==> src/rtl/pipe_pkg.sv <==
// Shared constants for the fetch unit and its prefetch queue.
package pipe_pkg;

  localparam int unsigned INSTR_W      = 32;
  localparam int unsigned XLEN_DEFAULT = 32;
  localparam int unsigned PC_INC       = 4;

endpackage

==> src/rtl/pipe_fetch_unit_if.sv <==
// Redirect, instruction-memory and decode-side signals of the fetch unit.
interface pipe_fetch_unit_if
  import pipe_pkg::*;
#(
  parameter int unsigned XLEN  = XLEN_DEFAULT,
  parameter int unsigned DEPTH = 4
);
  localparam int unsigned CW = $clog2(DEPTH) + 1;

  logic               redirect_valid;
  logic [XLEN-1:0]    redirect_pc;
  logic               imem_req_valid;
  logic               imem_req_ready;
  logic [XLEN-1:0]    imem_req_addr;
  logic               imem_rsp_valid;
  logic [INSTR_W-1:0] imem_rsp_data;
  logic               id_valid;
  logic               id_ready;
  logic [XLEN-1:0]    id_pc;
  logic [INSTR_W-1:0] id_instr;
  logic [CW-1:0]      occupancy;

  modport master (
    input  redirect_valid, redirect_pc, imem_req_ready, imem_rsp_valid,
           imem_rsp_data, id_ready,
    output imem_req_valid, imem_req_addr, id_valid, id_pc, id_instr, occupancy
  );

  modport slave (
    output redirect_valid, redirect_pc, imem_req_ready, imem_rsp_valid,
           imem_rsp_data, id_ready,
    input  imem_req_valid, imem_req_addr, id_valid, id_pc, id_instr, occupancy
  );

endinterface

==> src/rtl/pipe_fifo.sv <==
// Synchronous FIFO with same-cycle flush; pointers wrap modulo DEPTH (power of 2).
module pipe_fifo #(
  parameter int unsigned WIDTH = 64,
  parameter int unsigned DEPTH = 4
) (
  input  logic                   clk,
  input  logic                   rst_n,
  input  logic                   flush,
  input  logic                   push,
  input  logic [WIDTH-1:0]       wdata,
  input  logic                   pop,
  output logic [WIDTH-1:0]       rdata,
  output logic                   empty,
  output logic [$clog2(DEPTH):0] count
);
  localparam int unsigned   AW       = $clog2(DEPTH);
  localparam int unsigned   CW       = AW + 1;
  localparam logic [CW-1:0] FULL_CNT = CW'(DEPTH);

  logic [WIDTH-1:0] mem_q [DEPTH];
  logic [AW-1:0]    wr_ptr_q, wr_ptr_d;
  logic [AW-1:0]    rd_ptr_q, rd_ptr_d;
  logic [CW-1:0]    count_q, count_d;
  logic             full, do_push, do_pop;

  always_comb begin
    full     = (count_q == FULL_CNT);
    do_pop   = pop && !flush && (count_q != '0);
    // A push into a full queue is only legal when the head leaves in the same cycle.
    do_push  = push && !flush && (!full || do_pop);
    wr_ptr_d = wr_ptr_q;
    rd_ptr_d = rd_ptr_q;
    count_d  = count_q;
    if (flush) begin
      wr_ptr_d = '0;
      rd_ptr_d = '0;
      count_d  = '0;
    end else begin
      if (do_push) wr_ptr_d = wr_ptr_q + AW'(1);
      if (do_pop)  rd_ptr_d = rd_ptr_q + AW'(1);
      case ({do_push, do_pop})
        2'b10:   count_d = count_q + CW'(1);
        2'b01:   count_d = count_q - CW'(1);
        default: count_d = count_q;
      endcase
    end
  end

  always_ff @(posedge clk or negedge rst_n) begin
    if (!rst_n) begin
      wr_ptr_q <= '0;
      rd_ptr_q <= '0;
      count_q  <= '0;
    end else begin
      wr_ptr_q <= wr_ptr_d;
      rd_ptr_q <= rd_ptr_d;
      count_q  <= count_d;
    end
  end

  always_ff @(posedge clk) begin
    if (do_push) mem_q[wr_ptr_q] <= wdata;
  end

  assign rdata = mem_q[rd_ptr_q];
  assign empty = (count_q == '0);
  assign count = count_q;

  overflow_chk : assert property (@(posedge clk) disable iff (!rst_n)
    !(push && full && !pop && !flush))
    else $error("pipe_fifo: push into full queue");

endmodule

==> src/rtl/pipe_fetch_unit.sv <==
// Instruction fetch front end: credit-limited request issue, in-order response
// capture into a prefetch queue, and redirect flush with stale-response dropping.
module pipe_fetch_unit
  import pipe_pkg::*;
#(
  parameter int unsigned     XLEN     = XLEN_DEFAULT,
  parameter int unsigned     DEPTH    = 4,
  parameter logic [XLEN-1:0] RESET_PC = '0
) (
  input logic               clk,
  input logic               rst_n,
  pipe_fetch_unit_if.master bus
);
  localparam int unsigned   CW        = $clog2(DEPTH) + 1;
  localparam int unsigned   FW        = XLEN + INSTR_W;
  localparam logic [CW:0]   DEPTH_LIM = (CW + 1)'(DEPTH);
  localparam logic [XLEN-1:0] INC     = XLEN'(PC_INC);

  logic [XLEN-1:0] fetch_pc_q, fetch_pc_d;
  logic [XLEN-1:0] rsp_pc_q, rsp_pc_d;
  logic [CW-1:0]   outstanding_q, outstanding_d;
  logic [CW-1:0]   drop_cnt_q, drop_cnt_d;

  logic [CW-1:0]   occ;
  logic [CW:0]     in_use;
  logic [FW-1:0]   head;
  logic [XLEN-1:0] target_pc;
  logic            fifo_empty;
  logic            req_valid, req_fire, rsp_keep, push, id_valid, pop;

  always_comb begin
    target_pc = bus.redirect_pc & ~XLEN'(3);
    in_use    = {1'b0, occ} + {1'b0, outstanding_q};
    req_valid = rst_n && !bus.redirect_valid && (in_use < DEPTH_LIM);
    req_fire  = req_valid && bus.imem_req_ready;
    rsp_keep  = bus.imem_rsp_valid && (drop_cnt_q == '0);
    push      = rsp_keep && !bus.redirect_valid;
    id_valid  = !fifo_empty && !bus.redirect_valid;
    pop       = id_valid && bus.id_ready;
  end

  always_comb begin
    fetch_pc_d    = fetch_pc_q;
    rsp_pc_d      = rsp_pc_q;
    outstanding_d = outstanding_q;
    drop_cnt_d    = drop_cnt_q;

    case ({req_fire, bus.imem_rsp_valid})
      2'b10:   outstanding_d = outstanding_q + CW'(1);
      2'b01:   outstanding_d = outstanding_q - CW'(1);
      default: outstanding_d = outstanding_q;
    endcase

    if (bus.redirect_valid) begin
      fetch_pc_d = target_pc;
      rsp_pc_d   = target_pc;
      // Everything still in flight belongs to the old stream, except a response landing now.
      drop_cnt_d = outstanding_q - CW'(bus.imem_rsp_valid);
    end else begin
      if (req_fire) fetch_pc_d = fetch_pc_q + INC;
      if (rsp_keep) rsp_pc_d = rsp_pc_q + INC;
      if (bus.imem_rsp_valid && (drop_cnt_q != '0)) drop_cnt_d = drop_cnt_q - CW'(1);
    end
  end

  always_ff @(posedge clk or negedge rst_n) begin
    if (!rst_n) begin
      fetch_pc_q    <= RESET_PC;
      rsp_pc_q      <= RESET_PC;
      outstanding_q <= '0;
      drop_cnt_q    <= '0;
    end else begin
      fetch_pc_q    <= fetch_pc_d;
      rsp_pc_q      <= rsp_pc_d;
      outstanding_q <= outstanding_d;
      drop_cnt_q    <= drop_cnt_d;
    end
  end

  pipe_fifo #(
    .WIDTH (FW),
    .DEPTH (DEPTH)
  ) u_queue (
    .clk   (clk),
    .rst_n (rst_n),
    .flush (bus.redirect_valid),
    .push  (push),
    .wdata ({rsp_pc_q, bus.imem_rsp_data}),
    .pop   (pop),
    .rdata (head),
    .empty (fifo_empty),
    .count (occ)
  );

  assign bus.imem_req_valid = req_valid;
  assign bus.imem_req_addr  = fetch_pc_q;
  assign bus.id_valid       = id_valid;
  assign bus.id_pc          = fifo_empty ? '0 : head[FW-1 -: XLEN];
  assign bus.id_instr       = fifo_empty ? '0 : head[INSTR_W-1:0];
  assign bus.occupancy      = occ;

endmodule

==> src/flat_wrapper.sv <==
// flat-port wrapper written by rule: the top's interface ports become plain ports
module pipe_fetch_unit_flat import pipe_pkg::*;
#(
  parameter int unsigned     XLEN     = XLEN_DEFAULT,
  parameter int unsigned     DEPTH    = 4,
  parameter logic [XLEN-1:0] RESET_PC = '0
)
  (clk, rst_n, bus_redirect_valid, bus_redirect_pc, bus_imem_req_ready, bus_imem_rsp_valid, bus_imem_rsp_data, bus_id_ready, bus_imem_req_valid, bus_imem_req_addr, bus_id_valid, bus_id_pc, bus_id_instr, bus_occupancy);
  pipe_fetch_unit_if #(.XLEN(XLEN), .DEPTH(DEPTH)) bus_i ();
  input logic clk;
  input logic rst_n;
  input wire logic [$bits(bus_i.redirect_valid)-1:0] bus_redirect_valid;
  input wire logic [$bits(bus_i.redirect_pc)-1:0] bus_redirect_pc;
  input wire logic [$bits(bus_i.imem_req_ready)-1:0] bus_imem_req_ready;
  input wire logic [$bits(bus_i.imem_rsp_valid)-1:0] bus_imem_rsp_valid;
  input wire logic [$bits(bus_i.imem_rsp_data)-1:0] bus_imem_rsp_data;
  input wire logic [$bits(bus_i.id_ready)-1:0] bus_id_ready;
  output wire logic [$bits(bus_i.imem_req_valid)-1:0] bus_imem_req_valid;
  output wire logic [$bits(bus_i.imem_req_addr)-1:0] bus_imem_req_addr;
  output wire logic [$bits(bus_i.id_valid)-1:0] bus_id_valid;
  output wire logic [$bits(bus_i.id_pc)-1:0] bus_id_pc;
  output wire logic [$bits(bus_i.id_instr)-1:0] bus_id_instr;
  output wire logic [$bits(bus_i.occupancy)-1:0] bus_occupancy;
  assign bus_i.redirect_valid = bus_redirect_valid;
  assign bus_i.redirect_pc = bus_redirect_pc;
  assign bus_i.imem_req_ready = bus_imem_req_ready;
  assign bus_i.imem_rsp_valid = bus_imem_rsp_valid;
  assign bus_i.imem_rsp_data = bus_imem_rsp_data;
  assign bus_i.id_ready = bus_id_ready;
  assign bus_imem_req_valid = bus_i.imem_req_valid;
  assign bus_imem_req_addr = bus_i.imem_req_addr;
  assign bus_id_valid = bus_i.id_valid;
  assign bus_id_pc = bus_i.id_pc;
  assign bus_id_instr = bus_i.id_instr;
  assign bus_occupancy = bus_i.occupancy;
  pipe_fetch_unit #(.XLEN(XLEN), .DEPTH(DEPTH), .RESET_PC(RESET_PC)) u_core (.clk(clk), .rst_n(rst_n), .bus(bus_i));
endmodule
==> config.mk <==
export PLATFORM = sky130hd
export DESIGN_NAME = pipe_fetch_unit_flat
export DESIGN_NICKNAME = d
export VERILOG_FILES = /design/src/rtl/pipe_pkg.sv /design/src/rtl/pipe_fetch_unit_if.sv /design/src/rtl/pipe_fifo.sv /design/src/rtl/pipe_fetch_unit.sv /design/src/flat_wrapper.sv
export SDC_FILE = /design/constraint.sdc
export NUM_CORES = 1
export LEC_CHECK = 0
export BUFFER_PORTS_ARGS = -buffer_cell sky130_fd_sc_hd__buf_4
export CELL_PAD_IN_SITES_DETAIL_PLACEMENT = 0
export CELL_PAD_IN_SITES_GLOBAL_PLACEMENT = 1
export CORE_MARGIN = 2
export CORE_UTILIZATION = 53
export CTS_CLUSTER_SIZE = 14
export DETAILED_ROUTE_END_ITERATION = 6
export PLACE_DENSITY_LB_ADDON = 0.1
export SLEW_MARGIN = 30
export SYNTH_ARGS = -nofsm -noshare
export SYNTH_HDL_FRONTEND = slang
export SYNTH_HIERARCHICAL = 1
export SYNTH_SLANG_ARGS = --single-unit
export TNS_END_PERCENT = 5
==> constraint.sdc <==
create_clock -name clk -period 6.2 [get_ports clk]
set_input_delay 0.31 -clock clk [delete_from_list [all_inputs] [get_ports clk]]
set_output_delay 0.31 -clock clk [all_outputs]
set_load 0.005 [all_outputs]
; Word level (Yosys, flattened, before mapping)
; Memory sizes are Yosys's and may differ from the RTL's.
; Cells that the tools add are included.
[totals]
ff_bits = 77
mem_bits_rw = 256
in_bits = 70
word_cells = 69
mem_count = 1
[op_classes]
n_addsub = 11
n_lt_le_gt_ge = 1
n_eq_ne = 5
muxes = 17
n_reduce_logical = 27
[mem_list]
columns = memory, depth, width, read_ports, rd_ports_with_merged_regs, wr, line
row1 = u_core.u_queue.mem_q, 4, 64, 1, 0, 1, pipe_fifo.sv:20  ; logic [WIDTH-1:0] mem_q [DEPTH];
[ops]
columns = op, n
row1 = 32-bit 2-to-1 mux, 6
row2 = "32-bit by 3-bit adder with 32-bit output, second input constant", 2
row3 = 1-bit logical AND, 12
row4 = 3-bit one-hot mux with 2 select lines, 2
row5 = 2-bit nonzero test, 6
row6 = 3-bit 2-to-1 mux, 3
row7 = 3-bit nonzero test, 3
row8 = "3-bit by 1-bit subtractor with 3-bit output, second input constant", 3
row9 = 2-bit 2-to-1 mux, 4
row10 = "3-bit by 1-bit adder with 3-bit output, second input constant", 2
row11 = 3-bit zero test, 2
row12 = "2-bit by 1-bit adder with 2-bit output, second input constant", 2
row13 = 3-bit by 3-bit adder with 4-bit output, 1
row14 = "2-bit by 1-bit equality test with 1-bit output, second input constant", 2
row15 = "2-bit equality test, second input constant", 2
row16 = "4-bit by 3-bit less-than comparator with 1-bit output, second input constant", 1
row17 = "3-bit equality test, second input constant", 1
row18 = 1-bit zero test, 3
row19 = 3-bit by 1-bit subtractor with 3-bit output, 1
row20 = 1-bit 2-to-1 mux, 2
row21 = 1-bit logical OR, 1

; Longest topological paths before layout
; Gate-level depths: netlist of the first run.
[depth]
word_depth = 11
mapped_depth = 12
depth_no_buf = 10

; Hierarchy
; Netlist of the first run, hierarchy kept.
[by_module_without_submodules]
columns = mod, n_inst, cells_each, area_per_inst_um2, seq_area_each_um2
row1 = pipe_fifo, 1, 393, 9825.7, 7862.5
row2 = pipe_fetch_unit, 1, 470, 4334.2, 1651.6

; Worst setup path before layout of the first run
; Ideal clock, no wire load.
[synth_timing]
path_kind = register -> register
from = reg u_core.u_queue.count_q[1] (netlist: u_core/u_queue/count[1])
to = mem u_core.u_queue.mem_q[0][0], enable pin
setup_ns = 0.429
arrival_ns = 3.129
t_required_ns = 5.771
path_slack_ns = 2.643
stages_incl_launch_ff = 9
path_buffers = 2
period_less_slack_ns = 3.557
path_cell_list = dfrtp_1 buf_2 nor3_1 clkbuf_1 nor2_1 and2_1 nor4b_4 nor3b_4 and2_1
[synth_between]
elab_chain_len = 10
elab_cells_between_ends = 13
cone_classes = eq/ne: 1 / mux: 2 / reduce/logical: 10
[synth_lines]
columns = item, line
row1 = "start, declared", pipe_fifo.sv:23  ; logic [CW-1:0] count_q, count_d;
row2 = "start signal, assigned", pipe_fifo.sv:57  ; count_q <= count_d;
row3 = 3-bit zero test, pipe_fifo.sv:66  ; assign empty = (count_q == '0);
row4 = via u_core.fifo_empty, pipe_fetch_unit.sv:28  ; logic fifo_empty;
row5 = 1-bit zero test, pipe_fetch_unit.sv:38  ; id_valid = !fifo_empty && !bus.redirect_valid;
row6 = 1-bit logical AND, pipe_fetch_unit.sv:38
row7 = via bus_id_valid, flat_wrapper.sv:20  ; output wire logic [$bits(bus_i.id_valid)-1:0] bus_id_valid;
row8 = 1-bit logical AND, pipe_fetch_unit.sv:39  ; pop = id_valid && bus.id_ready;
row9 = via u_core.pop, pipe_fetch_unit.sv:29  ; logic req_valid, req_fire, rsp_keep, push, id_valid, pop;
row10 = 1-bit logical AND (2 in series), pipe_fifo.sv:28  ; do_pop = pop && !flush && (count_q != '0);
row11 = 1-bit logical OR, pipe_fifo.sv:30  ; do_push = push && !flush && (!full || do_pop);
row12 = 1-bit logical AND, pipe_fifo.sv:30
row13 = 1-bit 2-to-1 mux, pipe_fifo.sv:62  ; if (do_push) mem_q[wr_ptr_q] <= wdata;
row14 = 1-bit 2-to-1 mux (implied by the code), pipe_fifo.sv:62
row15 = "end, declared", pipe_fifo.sv:20
; The timed path passes the listed nets, and every way through them passes these cells.

; Worst setup path after layout of the first run
[layout_timing]
from = reg u_core.u_queue.rd_ptr_q[0]
to = out bus_id_pc[18]
[layout_between]
elab_chain_len = 2
[layout_lines]
columns = item, line
row1 = "start, declared", pipe_fifo.sv:22  ; logic [AW-1:0] rd_ptr_q, rd_ptr_d;
row2 = "start signal, assigned", pipe_fifo.sv:56  ; rd_ptr_q <= rd_ptr_d;
row3 = memory read 4 x 64 bit, --
row4 = via u_core.head[50], pipe_fetch_unit.sv:26  ; logic [FW-1:0] head;
row5 = 32-bit 2-to-1 mux, pipe_fetch_unit.sv:98  ; assign bus.id_pc = fifo_empty ? '0 : head[FW-1 -: XLEN];
row6 = "end, declared", flat_wrapper.sv:21  ; output wire logic [$bits(bus_i.id_pc)-1:0] bus_id_pc;
; The timed path passes the listed nets, and every way through them passes these cells.

==> flow_summary.yaml, run 1 <==
status:
  outcome: "finished with violations"
  violations: "DRC"
timing:
  slew_headroom: 0.425
  worst_pin_slew_ps: 863
  report.final.slew_viol_count: 0
  rsz0062_at_grt: "false"
  min_period_ps: 3390
  fmax_mhz: 295
  layout_setup_ws_ps: 2810
  hold_viol: 0
  fin_skew_ps: 10.2
  period_share: 0.548
  setup_viol: 0
  fin_setup_tns_ps: 0
setup_path:
  r2r_cells: 7
  worstPathArrival_ps: 3080
  endpoint_kind: "primary output"
  rrSetupSlack_ps: 2850
  crit_required_ps: 5890
  r2r-end: "u_core/u_queue/mem_q[1][32]$_DFFE_PP_"
  crit_type: "reg2out"
  start_kind: "flip-flop"
  worstPathMaxFanout: 36
  r2r-start: "u_core/drop_cnt_q[0]$_DFFE_PN0P_"
power:
  leakagePower_nw: 6.13
  p_seq_frac: 0.515
  p_per_area_nw_per_um2: 291
  combPwrFrac: 0.093
  p_sw_frac: 0.227
  switching_power_mw: 1.14
  vdd_ir_drop_max_mv: 0.253
  p_int_mw: 3.88
  pwr-share-clk: 0.392
final_layout:
  layout_commonest_cell: "edfxtp_1"
  post-route-util: 0.659
  areaGrowthSynthToFinish_pct: 21.5
  final_area_um2: 17200
  finalNetCount: 1159
  antenna_cells: 0
  nFillCells: 1891
  final_cell_mix: "edfxtp_1, buf_4, dfrtp_1"
  drive_gt1_frac: 0.308
floorplan:
  die_x_um: 167
  ios: 171
  num_rows: 59
  core_area_um2: 26100
  initial_utilization: 0.542
  die_h_um: 167
  die_area_um2: 28000
clock_tree:
  clkLatencyLatePin_ps: 510
  clock-root-buffer: "clkbuf_16"
  clock-sinks: 329
  numCtsBuffers: 34
  post_cts_resized: 0
  cts_tree: "yes"
  path_clk_slew_ps: 60
  post_cts_buffers: 0
  max-clock-path-buffers: 3
  htreeDepth: 2
synthesis:
  ys.flop_type: "edfxtp_1"
  synth-seq-cells: 329
  syn_inst: 863
  synth_edf_count: 256
  synth_cell_types: 59
  ys_warn_count: 6
  synth.cell_area_um2: 14200
  ys_seq_area_frac: 0.672
  syn_area_per_cell_um2: 16.4
  async_flop_share: 0.222
routing:
  wl_mm: 29.8
  drtIter0Drc: 595
  drt_first_pass_iters: 7
  final_antenna_net_count: 0
  wl_per_cell_um: 20.8
  vias_per_cell: 5.60
  num_vias: 8021
  drcViolationCount: 9
global_routing:
  grt_pass1_vias: 8254
  grt-ovfl-total: 0
  grt_max_degree: 65
  grtUsageTotal: 0.216
  antenna_found_initial: 0
  grt_pass1_wl_mm: 46.7
placement:
  portBuffers: 166
  place_congestion: 0.790
  place_area_um2: 15800
  dpl_worst_slack_ps: 2840
  hpwl_mm: 18.5
job:
  maxCapViolCount: 0
worst_hold_path:
  min_from: "bus_redirect_pc[7]"
  hold_depth: 2
  min_path_type: "in2reg"
  min_to: "u_core/bus.imem_req_addr[7]$_DFFE_PN0P_"
## sequential cells by signal (all words and copies together) (netlist names)
name and cells:
u_core/u_queue/mem_q 256, u_core/bus.imem_req_addr 30, u_core/rsp_pc_q 30, u_core/drop_cnt_q 3
u_core/outstanding_q 3, u_core/u_queue/count 3, u_core/u_queue/rd_ptr_q 2, u_core/u_queue/wr_ptr_q 2
## timing repair
| item | in CTS | in global routing |
|---|---|---|
| hold endpoints to repair | 147 | 0 |
| endpoints found under the setup margin | 0 | 0 |
| hold buffers | 33 | 0 |
## critical path, cell delays in order (launching register included)
cell	delay [ps]
dfrtp_4	910
buf_4	670
mux4_2	580
nor2b_1	180
buf_4	190
## worst max-delay path by stage
stage	start	end	slack (ps)	depth (start not counted)
finish	u_core/u_queue/rd_ptr_q[0]$_DFFE_PN0P_	bus_id_pc[18]	2810	4
global route	u_core/u_queue/rd_ptr_q[0]$_DFFE_PN0P_	bus_id_pc[18]	2560	4
CTS	u_core/u_queue/rd_ptr_q[0]$_DFFE_PN0P_	bus_id_pc[18]	2690	4
detailed placement	u_core/drop_cnt_q[0]$_DFFE_PN0P_	u_core/u_queue/mem_q[1][29]$_DFFE_PP_	2840	7
global placement	u_core/drop_cnt_q[0]$_DFFE_PN0P_	u_core/u_queue/mem_q[0][29]$_DFFE_PP_	2760	6
floorplan	u_core/u_queue/count[1]$_DFFE_PN0P_	u_core/u_queue/mem_q[0][0]$_DFFE_PP_	2640	8
## Yosys cell counts, types with 4 or more instances
library cell / instances / area [um^2]
a21boi_0: 11 / 82.6
buf_1: 4 / 15.0
nor2_1: 28 / 105
nand3_1: 29 / 145
edfxtp_1: 256 / 7690
ha_1: 13 / 163
nand2b_1: 8 / 50.1
a31oi_1: 6 / 37.5
o211ai_1: 4 / 30.0
and2_1: 7 / 43.8
nor3_1: 12 / 60.1
inv_1: 19 / 71.3
buf_4: 5 / 37.5
nor2b_1: 64 / 400
xnor2_1: 27 / 236
xor2_1: 32 / 280
nor4_1: 8 / 50.1
mux2i_1: 4 / 40.0
buf_6: 6 / 67.6
mux2_2: 30 / 338
mux4_2: 64 / 1440
nand2_1: 30 / 113
and3_1: 12 / 75.1
buf_2: 11 / 55.1
o21ai_0: 11 / 55.1
dfrtp_1: 73 / 1830
nand4_1: 21 / 131
clkbuf_1: 19 / 71.3
nor4b_1: 5 / 43.8
## per-layer routing
| layer | vias to the layer above | GRT usage | wire length [um] |
|---|---|---|---|
| met5 | - | 0 | 0 |
| met4 | 0 | 0.0495 | 511 |
| met3 | 43 | 0.0326 | 1530 |
| met2 | 226 | 0.364 | 14700 |
| met1 | 4041 | 0.301 | 13100 |
| li1 | 3711 | - | - |
## kinds of logic after synthesis
group           share of synthesized area
other cells                      0.000265
xor+xnor                           0.0365
fa+ha+maj                          0.0143
compound gates                     0.0253
flops                               0.672
mux                                 0.130
buf+inv                            0.0230
simple gates                       0.0992
## stage by stage
stage / total power [mW] / std cells / hold WS [ps]
floorplan: 2.85 / 872 / 14.4
global placement: 3.07 / 1336 / 236
detailed placement: 3.08 / 1340 / 240
CTS: 5.07 / 1433 / 33.3
global route: 5.21 / 1433 / 36.8
finish: 5.01 / 1433 / 46.7
## final cells by class
type / instances / area [um^2] / area share
clock inverter: 15 / 141 / 0.00822
inverter: 21 / 78.8 / 0.00458
sequential: 329 / 9520 / 0.553
clock buffer: 45 / 943 / 0.0548
tap: 335 / 419 / 0.0244
multi-input combinational: 477 / 4380 / 0.255
timing repair buffer: 211 / 1720 / 0.100
## power by group through the flow
stage               sequential, mW  clock, mW  combinational, mW
floorplan                     2.60          0              0.255
detailed placement            2.63          0              0.454
CTS                           2.58       2.01              0.474
global route                  2.59       2.09              0.520
global placement              2.62          0              0.444
finish                        2.58       1.97              0.468
(Power assumes the default switching activity.)
==> run 2: changes to the inputs <==
--- a/config.mk
+++ b/config.mk
@@ -5,11 +5,12 @@
 export SDC_FILE = /design/constraint.sdc
 export NUM_CORES = 1
 export LEC_CHECK = 0
+export ABC_AREA = 1
 export BUFFER_PORTS_ARGS = -buffer_cell sky130_fd_sc_hd__buf_4
 export CELL_PAD_IN_SITES_DETAIL_PLACEMENT = 0
 export CELL_PAD_IN_SITES_GLOBAL_PLACEMENT = 1
 export CORE_MARGIN = 2
-export CORE_UTILIZATION = 53
+export CORE_UTILIZATION = 42
 export CTS_CLUSTER_SIZE = 14
 export DETAILED_ROUTE_END_ITERATION = 6
 export PLACE_DENSITY_LB_ADDON = 0.1
==> constraint.sdc (replaced) <==
create_clock -name clk -period 2.8 [get_ports clk]
set_input_delay 0.14 -clock clk [delete_from_list [all_inputs] [get_ports clk]]
set_output_delay 0.14 -clock clk [all_outputs]
set_load 0.005 [all_outputs]
==> run 2 against run 1 <==
The run still ends with DRC left. Register-to-register slack worse by 2400 ps. Critical path depth up 3. Final cell count up 54%. Core utilization down 13 points. Count of clock-buffer cells in the layout down 3. Largest cell class unchanged. Power up 140%. Non-clock buffer count up 40. Combinational power rose to 3.7 times the previous value. Clock skew up 16 ps. Synthesized cell count up 73%. Clock power up 130%. Global-route usage down 1.5 points.
==> flow_summary.yaml, run 2 <==
status:
  outcome: "finished with violations"
  violations: "DRC"
final_layout:
  drive_gt1_frac: 0.176
  antenna_cells: 0
  final_cell_mix: "nor2_1, edfxtp_1, nand2_1"
  largest_reg_flops: 256
  areaGrowthSynthToFinish_pct: 23.6
  layout_commonest_cell: "nor2_1"
  regMostFlops: "u_core/u_queue/mem_q"
  finalNetCount: 1813
  nFillCells: 3252
floorplan:
  num_rows: 69
  core_area_um2: 35700
  initial_utilization: 0.427
  die_x_um: 194
  ios: 171
  die_area_um2: 37700
  die_h_um: 194
power:
  p_per_area_nw_per_um2: 649
  leakagePower_nw: 7.59
  power_mw: 12.2
  vdd_ir_drop_max_mv: 0.364
synthesis:
  syn_inst: 1495
  synth-xor-area-share: 0.0132
  synthSimpleGateAreaFrac: 0.183
  yosysTopAreaCellShare: 0.506
  synth.area.mux_share: 0
  synth-compound-area-share: 0.102
  post-synth-top-count-cell: "nor2_1"
  syn_area_per_cell_um2: 10.2
  synth_cell_types: 47
  async_flop_share: 0.222
  ys_warn_count: 6
  yosys-top-cells-count: "nor2_1, edfxtp_1, nand2_1"
  ys_seq_area_frac: 0.626
  ys.flop_type: "edfxtp_1"
  synth_top_area_cell: "edfxtp_1"
  synth-seq-cells: 329
  synth_adder_area_share: 0.0133
  synthTopCellsByArea: "edfxtp_1, dfrtp_1, nor2_1, nand2_1, o21ai_0"
  synth_edf_count: 256
  synth.cell_area_um2: 15200
  synth_top_family_by_area: "simple AND/OR/NAND/NOR gates"
global_routing:
  grt_max_degree: 129
  antenna_found_initial: 0
  grtUsageTotal: 0.201
  grt_pass1_wl_mm: 59.7
  grt_pass1_vias: 10800
  grt-ovfl-total: 0
routing:
  num_vias: 11200
  final_antenna_net_count: 0
  top_layer: "met4"
  wl_per_cell_um: 17.1
  drtIter0Drc: 624
  met1_length_mm: 17.3
  wl_met2_mm: 18.3
  vias_per_cell: 5.07
  wl_mm: 37.9
  wl_met3_mm: 1.46
  drcViolationCount: 8
  drt_first_pass_iters: 7
clock_tree:
  hold_buffers: 62
  clkLatencyLatePin_ps: 510
  clock-root-buffer: "clkbuf_16"
  path_clk_slew_ps: 60
  post_cts_buffers: 0
  cts_tree: "yes"
  max-clock-path-buffers: 3
  numCtsBuffers: 36
  post_cts_resized: 0
  htreeDepth: 2
  clock-sinks: 329
timing:
  rsz0062_at_grt: "false"
  hold_viol: 0
  report.final.slew_viol_count: 0
  layout_setup_ws_ps: 234
  period_share: 0.917
  setup_viol: 0
  worst_pin_slew_ps: 807
  fin_setup_tns_ps: 0
  fin_skew_ps: 26.5
  fmax_mhz: 390
  min_period_ps: 2570
  slew_headroom: 0.462
placement:
  portBuffers: 166
  place_congestion: 0.857
  hpwl_mm: 23.6
  dpl_worst_slack_ps: 435
setup_path:
  endpoint_kind: "primary output"
  worstPathArrival_ps: 2430
  crit_path_top_delay_cell: "clkinv_1"
  cp_cell_sequence: "clkinv_1 -> buf_4 -> o21ai_1 -> o22ai_1 -> inv_1 -> nor2_1 -> buf_4"
  cpMostUsedCell: "buf_4"
  start_kind: "flip-flop"
  crit_type: "reg2out"
  crit_required_ps: 2660
  worstPathMaxFanout: 20
  cp_slowest_stage_delay_ps: 590
worst_hold_path:
  min_path_type: "in2reg"
job:
  maxCapViolCount: 0
==> run 2: worst max-delay path, delay by kind of cell (launching register included) <==
family | cells | cell delay, ps
AO/OA/AOI/OAI | 2 | 180
buffers and inverters | 4 | 1320
flip-flops | 1 | 350
AND/OR/NAND/NOR | 1 | 70
==> run 2: metrics by stage <==
stage | util | hold slack [ps] | cells | cell area [um^2]
final | 0.527 | 24.3 | 2213 | 18800
after CTS | 0.527 | 4.40 | 2213 | 18800
after detailed placement | 0.479 | -21.4 | 2089 | 17100
after global routing | 0.527 | 33.9 | 2213 | 18800
after global placement | 0.479 | -24.8 | 2089 | 17100
after floorplan | - | -156 | 1504 | 15300
==> run 2: metal layers <==
metal | vias to the layer above | GRT usage
met5 | - | 0
met1 | 5381 | 0.273
li1 | 5544 | -
met3 | 51 | 0.0252
met2 | 241 | 0.341
met4 | 0 | 0.0536
==> run 2: path summary, 6_finish.rpt <==
path	end	from	cells past startpoint	slack (ps)
max	bus_id_pc[19]	u_core/u_queue/rd_ptr_q[1]$_DFFE_PN0P_	7	230
min	u_core/rsp_pc_q[28]$_DFFE_PN0N_	bus_redirect_pc[28]	5	20
max reg2reg	u_core/u_queue/count[2]$_DFFE_PN0P_	u_core/drop_cnt_q[0]$_DFFE_PN0P_	12	480
min reg2reg	u_core/outstanding_q[0]$_DFFE_PN0P_	u_core/outstanding_q[0]$_DFFE_PN0P_	1	510
max in group asynchronous	u_core/rsp_pc_q[23]$_DFFE_PN0N_	rst_n	3	1870
min in group asynchronous	u_core/u_queue/rd_ptr_q[1]$_DFFE_PN0P_	rst_n	2	30
==> run 2: kinds of logic after synthesis <==
family / count (synthesis)
AO/OA/AOI/OAI: 278
XOR/XNOR: 23
adder cells (fa/ha/maj): 15
buffers and inverters: 214
flip-flops: 329
other: 1
AND/OR/NAND/NOR: 635
==> run 2: area by class of cell <==
cell class	instances	area, um^2	area share
Sequential cell	329	9520	0.506
Multi-Input combinational cell	961	4850	0.258
Timing Repair Buffer	251	2180	0.116
Clock buffer	42	923	0.0491
Tap cell	461	577	0.0307
Inverter	149	564	0.0300
Clock inverter	20	189	0.0100
==> run 2: where the power goes <==
group	internal, mW	switching (mW)	leakage, nW
logic	0.751	0.966	3.85
clock network	2.64	1.84	0.546
registers	5.62	0.387	3.19
